## config.mk

```make
export PLATFORM = sky130hd
export DESIGN_NAME = client_rx_regctl
export DESIGN_NICKNAME = d
export VERILOG_FILES = /design/src/rtl/client_rx_pkg.sv /design/src/rtl/client_rx_stage.sv /design/src/rtl/client_rx_regctl.sv
export SDC_FILE = /design/constraint.sdc
export NUM_CORES = 1
export LEC_CHECK = 0
export ABC_AREA = 1
export BUFFER_PORTS_ARGS = -buffer_cell sky130_fd_sc_hd__clkbuf_2
export CELL_PAD_IN_SITES_DETAIL_PLACEMENT = 0
export CELL_PAD_IN_SITES_GLOBAL_PLACEMENT = 1
export CORE_MARGIN = 5
export CORE_UTILIZATION = 50
export CTS_BUF_LIST = sky130_fd_sc_hd__clkbuf_2
export DETAILED_ROUTE_END_ITERATION = 16
export GPL_ROUTABILITY_DRIVEN = 0
export PLACE_DENSITY = 0.92
export SETUP_SLACK_MARGIN = 0.1
export SLEW_MARGIN = 15
export SYNTH_ARGS = -nofsm -noshare
export SYNTH_HDL_FRONTEND = slang
export SYNTH_SLANG_ARGS = --single-unit
```

## constraint.sdc

```tcl
create_clock -name clk -period 3.45 [get_ports clk]
set_clock_uncertainty 0.15 [all_clocks]
set_input_delay 0.5175 -clock clk [delete_from_list [all_inputs] [get_ports clk]]
set_output_delay 0.5175 -clock clk [all_outputs]
set_load 0.1 [all_outputs]
```

## src/rtl/client_rx_pkg.sv

```systemverilog
// Shared types for the client receive register controller.
//   state_t : controller FSM encoding
//   pair_t  : one staged (address, data) register write
//   CNT_W   : width of the packet good/drop counters
//   ptr_w() : stage pointer width, one bit wider than the index so a
//             pointer can hold the value max_pairs (stage full)
package client_rx_pkg;

    typedef enum logic [1:0] {
        IDLE     = 2'd0,
        RECV     = 2'd1,
        WAIT_CRC = 2'd2,
        COMMIT   = 2'd3
    } state_t;

    localparam int CNT_W = 8;

    typedef struct packed {
        logic [7:0] addr;
        logic [7:0] data;
    } pair_t;

    function automatic int ptr_w(input int n);
        return $clog2(n) + 1;
    endfunction

endpackage

```

## src/rtl/client_rx_stage.sv

```systemverilog
// Staging buffer for (address, data) pairs of one packet.
//   clk     : clock
//   wr_req  : a complete pair is presented this cycle
//   wp      : write pointer (count of pairs already stored)
//   wr_pair : pair to store
//   rd_idx  : asynchronous read index
//   rd_pair : pair at rd_idx
//   wr_ok   : pair actually stored (request while not full)
//   full    : wp has reached max_pairs
module client_rx_stage
    import client_rx_pkg::*;
#(
    parameter int max_pairs = 8,
    parameter int PW        = ptr_w(max_pairs)
) (
    input  logic          clk,
    input  logic          wr_req,
    input  logic [PW-1:0] wp,
    input  pair_t         wr_pair,
    input  logic [PW-2:0] rd_idx,
    output pair_t         rd_pair,
    output logic          wr_ok,
    output logic          full
);

    pair_t mem [max_pairs];

    assign full    = (wp == PW'(max_pairs));
    assign wr_ok   = wr_req && !full;
    assign rd_pair = mem[rd_idx];

    // Contents need no reset: only entries written in the current packet
    // are ever read back.
    always_ff @(posedge clk) begin
        if (wr_ok) mem[wp[PW-2:0]] <= wr_pair;
    end

endmodule

```

## src/rtl/client_rx_regctl.sv

```systemverilog
// Receive-side controller: stages (addr, data) octet pairs from the client
// payload stream and replays them as register writes only after CRC-good.
//   clk, rst          : clock, synchronous active-high reset
//   ready             : link ready; low aborts to IDLE
//   strobe, data_in   : payload octet stream
//   crc               : one-cycle CRC-good pulse for the last packet
//   reg_addr/data/we  : register write port, one write per cycle
//   busy              : FSM not in IDLE
//   overflow          : sticky, a packet exceeded max_pairs pairs
//   pkt_good/pkt_drop : saturating committed/discarded packet counts
module client_rx_regctl
    import client_rx_pkg::*;
#(
    parameter int max_pairs  = 8,
    parameter int crc_window = 4,
    parameter int jumbo_dw   = 14
) (
    input  logic             clk,
    input  logic             rst,
    input  logic             ready,
    input  logic             strobe,
    input  logic             crc,
    input  logic [7:0]       data_in,
    output logic [7:0]       reg_addr,
    output logic [7:0]       reg_data,
    output logic             reg_we,
    output logic             busy,
    output logic             overflow,
    output logic [CNT_W-1:0] pkt_good,
    output logic [CNT_W-1:0] pkt_drop
);

    localparam int         PW     = ptr_w(max_pairs);
    localparam logic [3:0] T_LAST = 4'(crc_window - 1);

    state_t              state, state_nxt;
    logic [PW-1:0]       wp, rp;
    logic [jumbo_dw-1:0] oct_cnt;
    logic [7:0]          pend_addr;
    logic [3:0]          timer;
    logic                foreign;   // packet seen during COMMIT, not yet ended

    logic start_pkt, rx_octet, stage_req, good_inc, drop_inc, clr_ptrs;
    logic timer_inc, issue, foreign_set, foreign_clr, expired;
    logic stg_wr_ok, stg_full;
    pair_t rd_pair;

    client_rx_stage #(.max_pairs(max_pairs), .PW(PW)) u_stage (
        .clk     (clk),
        .wr_req  (stage_req),
        .wp      (wp),
        .wr_pair ('{addr: pend_addr, data: data_in}),
        .rd_idx  (rp[PW-2:0]),
        .rd_pair (rd_pair),
        .wr_ok   (stg_wr_ok),
        .full    (stg_full)
    );

    assign busy    = (state != IDLE);
    assign expired = (timer == T_LAST);

    always_ff @(posedge clk) begin
        if (rst) state <= IDLE;
        else     state <= state_nxt;
    end

    always_comb begin
        state_nxt   = state;
        start_pkt   = 1'b0;
        rx_octet    = 1'b0;
        stage_req   = 1'b0;
        good_inc    = 1'b0;
        drop_inc    = 1'b0;
        clr_ptrs    = 1'b0;
        timer_inc   = 1'b0;
        issue       = 1'b0;
        foreign_set = 1'b0;
        foreign_clr = 1'b0;
        if (!ready) begin
            state_nxt   = IDLE;
            clr_ptrs    = 1'b1;
            foreign_clr = 1'b1;
            drop_inc    = (state == RECV) || (state == WAIT_CRC);
        end else begin
            // A packet that overlapped COMMIT is counted as dropped when it ends.
            if (foreign && !strobe) begin
                foreign_clr = 1'b1;
                drop_inc    = 1'b1;
            end
            case (state)
                IDLE: begin
                    if (strobe && !foreign) begin
                        start_pkt = 1'b1;
                        state_nxt = RECV;
                    end
                end
                RECV: begin
                    if (strobe) begin
                        rx_octet  = 1'b1;
                        stage_req = oct_cnt[0];
                    end else if (crc) begin
                        // crc in the falling cycle is timer cycle 0
                        good_inc  = 1'b1;
                        state_nxt = (wp != '0) ? COMMIT : IDLE;
                    end else begin
                        state_nxt = WAIT_CRC;
                    end
                end
                WAIT_CRC: begin
                    if (crc && !expired) begin
                        good_inc  = 1'b1;
                        state_nxt = (wp != '0) ? COMMIT : IDLE;
                    end else if (strobe) begin
                        drop_inc  = 1'b1;
                        clr_ptrs  = 1'b1;
                        start_pkt = 1'b1;
                        state_nxt = RECV;
                    end else if (expired) begin
                        drop_inc  = 1'b1;
                        clr_ptrs  = 1'b1;
                        state_nxt = IDLE;
                    end else begin
                        timer_inc = 1'b1;
                    end
                end
                COMMIT: begin
                    issue       = 1'b1;
                    foreign_set = strobe;
                    if (rp == PW'(wp - 1'b1)) begin
                        clr_ptrs  = 1'b1;
                        state_nxt = IDLE;
                    end
                end
                default: state_nxt = IDLE;
            endcase
        end
    end

    always_ff @(posedge clk) begin
        if (rst) begin
            wp        <= '0;
            rp        <= '0;
            oct_cnt   <= '0;
            pend_addr <= '0;
            timer     <= '0;
            foreign   <= 1'b0;
            reg_addr  <= '0;
            reg_data  <= '0;
            reg_we    <= 1'b0;
            overflow  <= 1'b0;
            pkt_good  <= '0;
            pkt_drop  <= '0;
        end else begin
            if (start_pkt) begin
                pend_addr <= data_in;
                oct_cnt   <= jumbo_dw'(1);
            end else if (rx_octet) begin
                if (!oct_cnt[0]) pend_addr <= data_in;
                // saturate so a long packet never wraps back to index 0
                if (!(&oct_cnt)) oct_cnt <= oct_cnt + 1'b1;
            end

            if (clr_ptrs)       wp <= '0;
            else if (stg_wr_ok) wp <= wp + 1'b1;

            if (clr_ptrs)   rp <= '0;
            else if (issue) rp <= rp + 1'b1;

            reg_we <= issue;
            if (issue) begin
                reg_addr <= rd_pair.addr;
                reg_data <= rd_pair.data;
            end

            if (stage_req && stg_full) overflow <= 1'b1;
            if (good_inc && pkt_good != '1) pkt_good <= pkt_good + 1'b1;
            if (drop_inc && pkt_drop != '1) pkt_drop <= pkt_drop + 1'b1;

            if (foreign_set)      foreign <= 1'b1;
            else if (foreign_clr) foreign <= 1'b0;

            timer <= timer_inc ? timer + 1'b1 : 4'd0;
        end
    end

endmodule

```

==> results.cfg, run 1 <==
[floorplanning]
rows = 47
die_y_microns = 139.5
die_w_microns = 139.5
dieArea_sq_um = 19460
ios = 48
initial_utilization_pct = 50.75
core_area_sq_um = 16520

[hold_path]
worstHoldStart = rst
hold_depth = 2
hold_class = primary input to flop
whs_endpoint = pkt_drop[7]

[logic_synthesis]
synth_area_sq_um = 8387
ys_types = 35
synth_area_per_cell_sq_um = 10.09
synthAdderAreaFrac_pct = 1.790
yosys_warnings = 0
synth_top_area_share_pct = 45.83
synth_edf_count = 128
netlist_top_cells_area = edfxtp_1, dfxtp_1, o21ai_0, nor2_1, nand2_1
ys_async_sr_fraction_pct = 0
ys.flop_type = edfxtp_1
synthXorXnorAreaFrac_pct = 1.984
syn_nets = 856
synth_top_family_by_area = simple AND/OR/NAND/NOR gates
synth-seq-area-share_pct = 62.78
muxShareOfSynthArea_pct = 0
synth_compound_area_share_pct = 12.71
syn_inst = 831
ys_seq_elements = 199
yosys.area.top_type = edfxtp_1
yosys.area_share.simple_pct = 16.63

[placed_design]
post-place-ws_ns = 0.9890
port_buffers = 47
dp_cells = 1079
hpwl_mm = 11.44
placed_area_sq_um = 8856

[worst_setup_path]
ff2ff_path_depth = 5
crit_top_cell = inv_1
end_kind = output pin
reg2reg_to = reg_addr[6]
critPathMaxStageDelay_ns = 0.48
critical_path_class = flop to output pin
r2r_start = state[0]
crit_arrival_ns = 2.06
cp_max_fo = 4
cp_slowest_cell = clkbuf_2
worstSetupStartpointType = flop
r2r_setup_slack_ns = 1.04
critPathRequiredTime_ns = 2.78
path_cells = inv_1, ha_1, inv_1, clkbuf_2

[sta]
setup_violations = 0
max_slew_margin_pct = 33.50
final_max_slew_viol_count = 0
tns_ns = 0
setup_slack_ns = 0.7196
fin_crit_sh_pct = 79.14
grt_setup_unrepaired = no
timing.fmax_mhz = 366.2
worst_slew_pin_slew_ns = 0.9913
timing.hold.ws_ns = 0.1392
finalCriticalPeriod_ns = 2.730
hold_viol = 0

[clocking]
postCtsHoldBufs = 10
post_cts_resized = 0
path_clk_slew_ns = 0.27
clockBufferDepth = 2
clock_sinks = 199
tritoncts = built
cts-root-buf = clkbuf_2
htree_levels = 4
post_cts_buffers = 0
clkLatencyLatePin_ns = 0.75
cts_buffers = 17

[routing]
drt_iter0_drc = 600
wl_met1_mm = 8.313
drcViolationCount = 0
dr_total_vias = 6021
wl_met3_microns = 929
via_per_inst = 5.366
top_layer = met4
wl_met2_mm = 8.981
post_drt_wl_per_cell_microns = 16.43
drtAntennaViolNets = 0
dr.pass1.iters = 5
drt_wl_total_mm = 18.44

[grt]
grt_max_degree = 69
grt_pass1_wl_mm = 29.57
first_global_vias = 5720
track_usage_pct = 19.01
overflow = 0
antenna_found_initial = 1

[cells_and_area]
finish.utilization_pct = 55.83
drive_gt1_share_pct = 13.21
area_growth_pct = 10.01
multiInputGateArea_sq_um = 2783
final_common_cell = edfxtp_1
fin_area_sq_um = 9226
regArea_sq_um = 5266
fillers = 1440
fin_cells = 1122
final_nets = 913
final_cell_mix = edfxtp_1, nor2_1, nand2_1

[power]
peakVddDrop_mv = 0.2111
p_leak_nw = 3.277
report.power.total_mw = 3.936
p_per_area_nw_per_um2 = 426.6

[status]
status = finished clean

[job]
maxCapViolations = 0
-- registers in the layout, indices dropped and copies added (netlist names) --
name	cells
reg_we	1
rp	4
pkt_good	8
foreign	1
reg_data	8
reg_addr	8
state	2
timer	4
u_stage.mem	128
oct_cnt	14
wp	4
pkt_drop	8
overflow	1
pend_addr	8
-- Yosys cell counts (10+ instances only) --
master	instances
edfxtp_1	128
nor2_1	122
nand2_1	108
o21ai_0	101
dfxtp_1	71
a21oi_1	57
nand3_1	47
inv_1	44
clkbuf_1	20
o211ai_1	16
o22ai_1	16
ha_1	12
nor3_1	11
xor2_1	11
buf_2	10
-- worst max path at each step --
| stage | startpoint | endpoint | slack [ns] | depth (start not counted) |
|---|---|---|---|---|
| floorplan | state[1] | u_stage.mem[6][0] | 0.56 | 10 |
| global placement | ready | rp[3] | 1.10 | 6 |
| detailed placement | ready | reg_addr[6] | 0.99 | 5 |
| CTS | state[0] | busy | 0.63 | 4 |
| global route | state[0] | busy | 0.53 | 4 |
| finish | state[0] | busy | 0.72 | 4 |
-- critical path, delay by kind of cell (launching register included) --
kind / cells / cell delay, ns
buf+inv: 3 / 0.68
flops: 1 / 0.44
fa+ha+maj: 1 / 0.21
-- where the power goes --
group          switching (mW)  internal [mW]  total (mW)
Clock                   0.776          0.421        1.20
Combinational           0.126         0.0421       0.168
Sequential             0.0230           2.55        2.57
Total                   0.925           3.01        3.94
-- final cells by class --
class,instances,share of cell area (%)
antenna,1,0.02712
clock buffer,19,1.031
clock inverter,13,1.871
inverter,47,1.912
tap,220,2.983
sequential,199,57.08
multi-input combinational,550,30.16
timing repair buffer,73,4.936
-- layer usage --
metal,track usage (%),vias to the layer above
met4,5.252,0
met2,31.35,137
met3,4.391,18
met1,25.43,2848
li1,-,3018
met5,0,-
-- kinds of logic (layout without fill, tap and decap cells) --
logic type / Yosys count / after routing
AO/OA/AOI/OAI: 200 / 200
XOR/XNOR: 19 / 19
adder cells (fa/ha/maj): 12 / 12
buffers and inverters: 82 / 152
flip-flops: 199 / 199
other: 0 / 1
AND/OR/NAND/NOR: 319 / 319
No activity file was read; power rests on OpenSTA's default activity.
==> run 2: changes to the inputs <==
--- a/config.mk
+++ b/config.mk
@@ -5,16 +5,16 @@
 export SDC_FILE = /design/constraint.sdc
 export NUM_CORES = 1
 export LEC_CHECK = 0
-export ABC_AREA = 1
+export ABC_AREA = 0
 export BUFFER_PORTS_ARGS = -buffer_cell sky130_fd_sc_hd__clkbuf_2
 export CELL_PAD_IN_SITES_DETAIL_PLACEMENT = 0
 export CELL_PAD_IN_SITES_GLOBAL_PLACEMENT = 1
 export CORE_MARGIN = 5
-export CORE_UTILIZATION = 50
+export CORE_UTILIZATION = 48
 export CTS_BUF_LIST = sky130_fd_sc_hd__clkbuf_2
 export DETAILED_ROUTE_END_ITERATION = 16
 export GPL_ROUTABILITY_DRIVEN = 0
-export PLACE_DENSITY = 0.92
+export PLACE_DENSITY = 0.88
 export SETUP_SLACK_MARGIN = 0.1
 export SLEW_MARGIN = 15
 export SYNTH_ARGS = -nofsm -noshare
==> constraint.sdc (replaced) <==
create_clock -name clk -period 2.2 [get_ports clk]
set_clock_uncertainty 0.15 [all_clocks]
set_input_delay 0.33 -clock clk [delete_from_list [all_inputs] [get_ports clk]]
set_output_delay 0.33 -clock clk [all_outputs]
set_load 0.1 [all_outputs]
==> run 2 against run 1 <==
Effect of this change:
- critical path type unchanged
- sequential power increased by 56%
- global-route usage is 2.2 points lower
- non-clock buffer count is 20 higher
- largest power group unchanged
- die area is 0.41% higher
- count of clock-buffer cells in the layout fell by 2
- wire length down 13%
- combinational power is 32% higher
- synthesized cell count decreased by 32%
- hold slack better by 0.10 ns
==> results.cfg, run 2 <==
[floorplanning]
core_area_sq_um = 16580
ios = 48
dieArea_sq_um = 19540
die_y_microns = 139.8
die_w_microns = 139.8
initial_utilization_pct = 48.76
rows = 47

[logic_synthesis]
synth_top_area_share_pct = 47.53
synth-seq-area-share_pct = 65.11
ys_seq_elements = 199
synth_edf_count = 128
netlist_top_cells_area = edfxtp_1, dfxtp_1, mux4_2, mux2i_1, nor2_1
synth_commonest_cells = edfxtp_1, dfxtp_1, nor2_1, mux4_2, mux2i_1
yosysMostFrequentCell = edfxtp_1
yosys_warnings = 0
syn_inst = 565
yosys.area.top_type = edfxtp_1
ys_async_sr_fraction_pct = 0
ys_types = 48
syn_nets = 590
synth_area_sq_um = 8087
synth_area_per_cell_sq_um = 14.31
ys.flop_type = edfxtp_1

[clocking]
clock_sinks = 199
path_clk_slew_ns = 0.32
cts_buffers = 17
htree_levels = 4
tritoncts = built
clockBufferDepth = 2
clkLatencyLatePin_ns = 0.77
cts-root-buf = clkbuf_2

[cells_and_area]
fin_cells = 884
final_cell_mix = edfxtp_1, nor2_1, dfxtp_1
fin_area_sq_um = 9629
multiInputGateArea_sq_um = 2808
area_growth_pct = 19.08
largest_reg_flops = 128
regArea_sq_um = 5303
final_common_cell = edfxtp_1
drive_gt1_share_pct = 30.92
fillers = 1279
final_nets = 675

[grt]
overflow = 0
grt_pass1_wl_mm = 25.81
grt_max_degree = 36
track_usage_pct = 16.76
antenna_found_initial = 1
first_global_vias = 5024

[power]
p_leak_nw = 3.123
peakVddDrop_mv = 0.5828
p_per_area_nw_per_um2 = 632.0

[routing]
dr.pass1.iters = 4
dr_total_vias = 4898
via_per_inst = 5.541
drcViolationCount = 0
drtAntennaViolNets = 0
drt_wl_total_mm = 16.02
drt_iter0_drc = 303
post_drt_wl_per_cell_microns = 18.12

[status]
status = finished clean

[worst_setup_path]
crit_arrival_ns = 1.65
critPathRequiredTime_ns = 1.72
cp_max_fo = 5
critical_path_class = flop to output pin
end_kind = output pin
worstSetupStartpointType = flop

[sta]
fin_crit_sh_pct = 96.74
grt_setup_unrepaired = yes
setup_violations = 0
max_slew_margin_pct = 68.36
worst_slew_pin_slew_ns = 0.4680
final_max_slew_viol_count = 0
timing.hold.ws_ns = 0.2399
hold_viol = 0
finalCriticalPeriod_ns = 2.128
timing.fmax_mhz = 469.9

[placed_design]
hpwl_mm = 10.31
dp_cells = 833
port_buffers = 47
placed_area_sq_um = 8955

[job]
maxCapViolations = 0

[hold_path]
hold_class = primary input to flop
run 2: changes by cell type in the layout (fill, tap and decap cells not counted), sizes merged, moves of 17 or more:
cell    delta
buf       +32
nor2      -55
o21ai     -95
clkbuf    -17
nand3     -37
nand2     -95
mux2i     +28
inv       -26
a21oi     -42
mux4      +32
run 2: critical path: stages, from the launching register on:
cell and delay [ns]:
dfxtp_2 0.41, inv_2 0.06, ha_4 0.18, inv_2 0.06, clkbuf_16 0.19
run 2: timing repair:
| item | 4_1_cts | 5_1_grt |
|---|---|---|
| hold buffers | 13 | 0 |
| hold endpoints to repair | 125 | 0 |
| pin swaps | 1 | 3 |
| buffers inserted | 2 | 3 |
| setup endpoints to repair | 38 | 29 |
| resized for setup | 54 | 32 |
run 2: worst paths after layout:
path / slack, ns / endpoint / start / depth (start not counted)
hold reg to reg: 0.29 / timer[0] / timer[0] / 1
setup reg to reg: 0.13 / u_stage.mem[4][13] / state[0] / 6
hold / removal: 0.24 / u_stage.mem[3][6] / data_in[6] / 2
setup / recovery: 0.07 / busy / state[1] / 4
run 2: final cells by class:
cell class,instances,area share (%)
flip-flops and latches,199,55.07
clock buffers,17,0.8836
repair buffers,93,9.550
multi-input cells,326,29.16
clock inverters,15,1.949
inverters,13,0.5068
diodes,1,0.02599
well taps,220,2.859
run 2: cells by family after synthesis:
| kind of cell | after synthesis | share of synthesized area (%) |
|---|---|---|
| compound gates | 63 | 5.462 |
| fa+ha+maj | 12 | 1.857 |
| mux | 60 | 12.38 |
| xor+xnor | 31 | 3.358 |
| simple gates | 160 | 9.748 |
| flops | 199 | 65.11 |
| buf+inv | 40 | 2.089 |
run 2: power breakdown:
| part | total [mW] | leakage [nW] | switching [mW] | internal (mW) |
|---|---|---|---|---|
| Clock | 1.86 | 0.155 | 1.43 | 0.427 |
| Combinational | 0.221 | 1.26 | 0.139 | 0.0825 |
| Sequential | 4.01 | 1.70 | 0.0241 | 3.98 |
| Total | 6.09 | 3.12 | 1.59 | 4.49 |
run 2: through the flow:
| stage | power, mW | util (%) | worst slack [ns] | setup TNS, ns |
|---|---|---|---|---|
| 3_3_place_gp | 4.260 | 54.00 | 0.1916 | 0 |
| 4_1_cts | 6.127 | 57.58 | 0.0005773 | 0 |
| 6_report | 6.085 | 58.07 | 0.07176 | 0 |
| 2_1_floorplan | 4.196 | - | 0.08589 | 0 |
| 5_1_grt | 6.328 | 58.07 | -0.02991 | -0.02991 |
| 3_5_place_dp | 4.270 | 54.00 | 0.09844 | 0 |
run 2: per-layer routing:
| metal | track usage, % | routed length, microns |
|---|---|---|
| met4 | 5.405 | 128 |
| met1 | 21.35 | 6753 |
| met5 | 0 | 0 |
| met3 | 3.911 | 791 |
| met2 | 28.49 | 8349 |
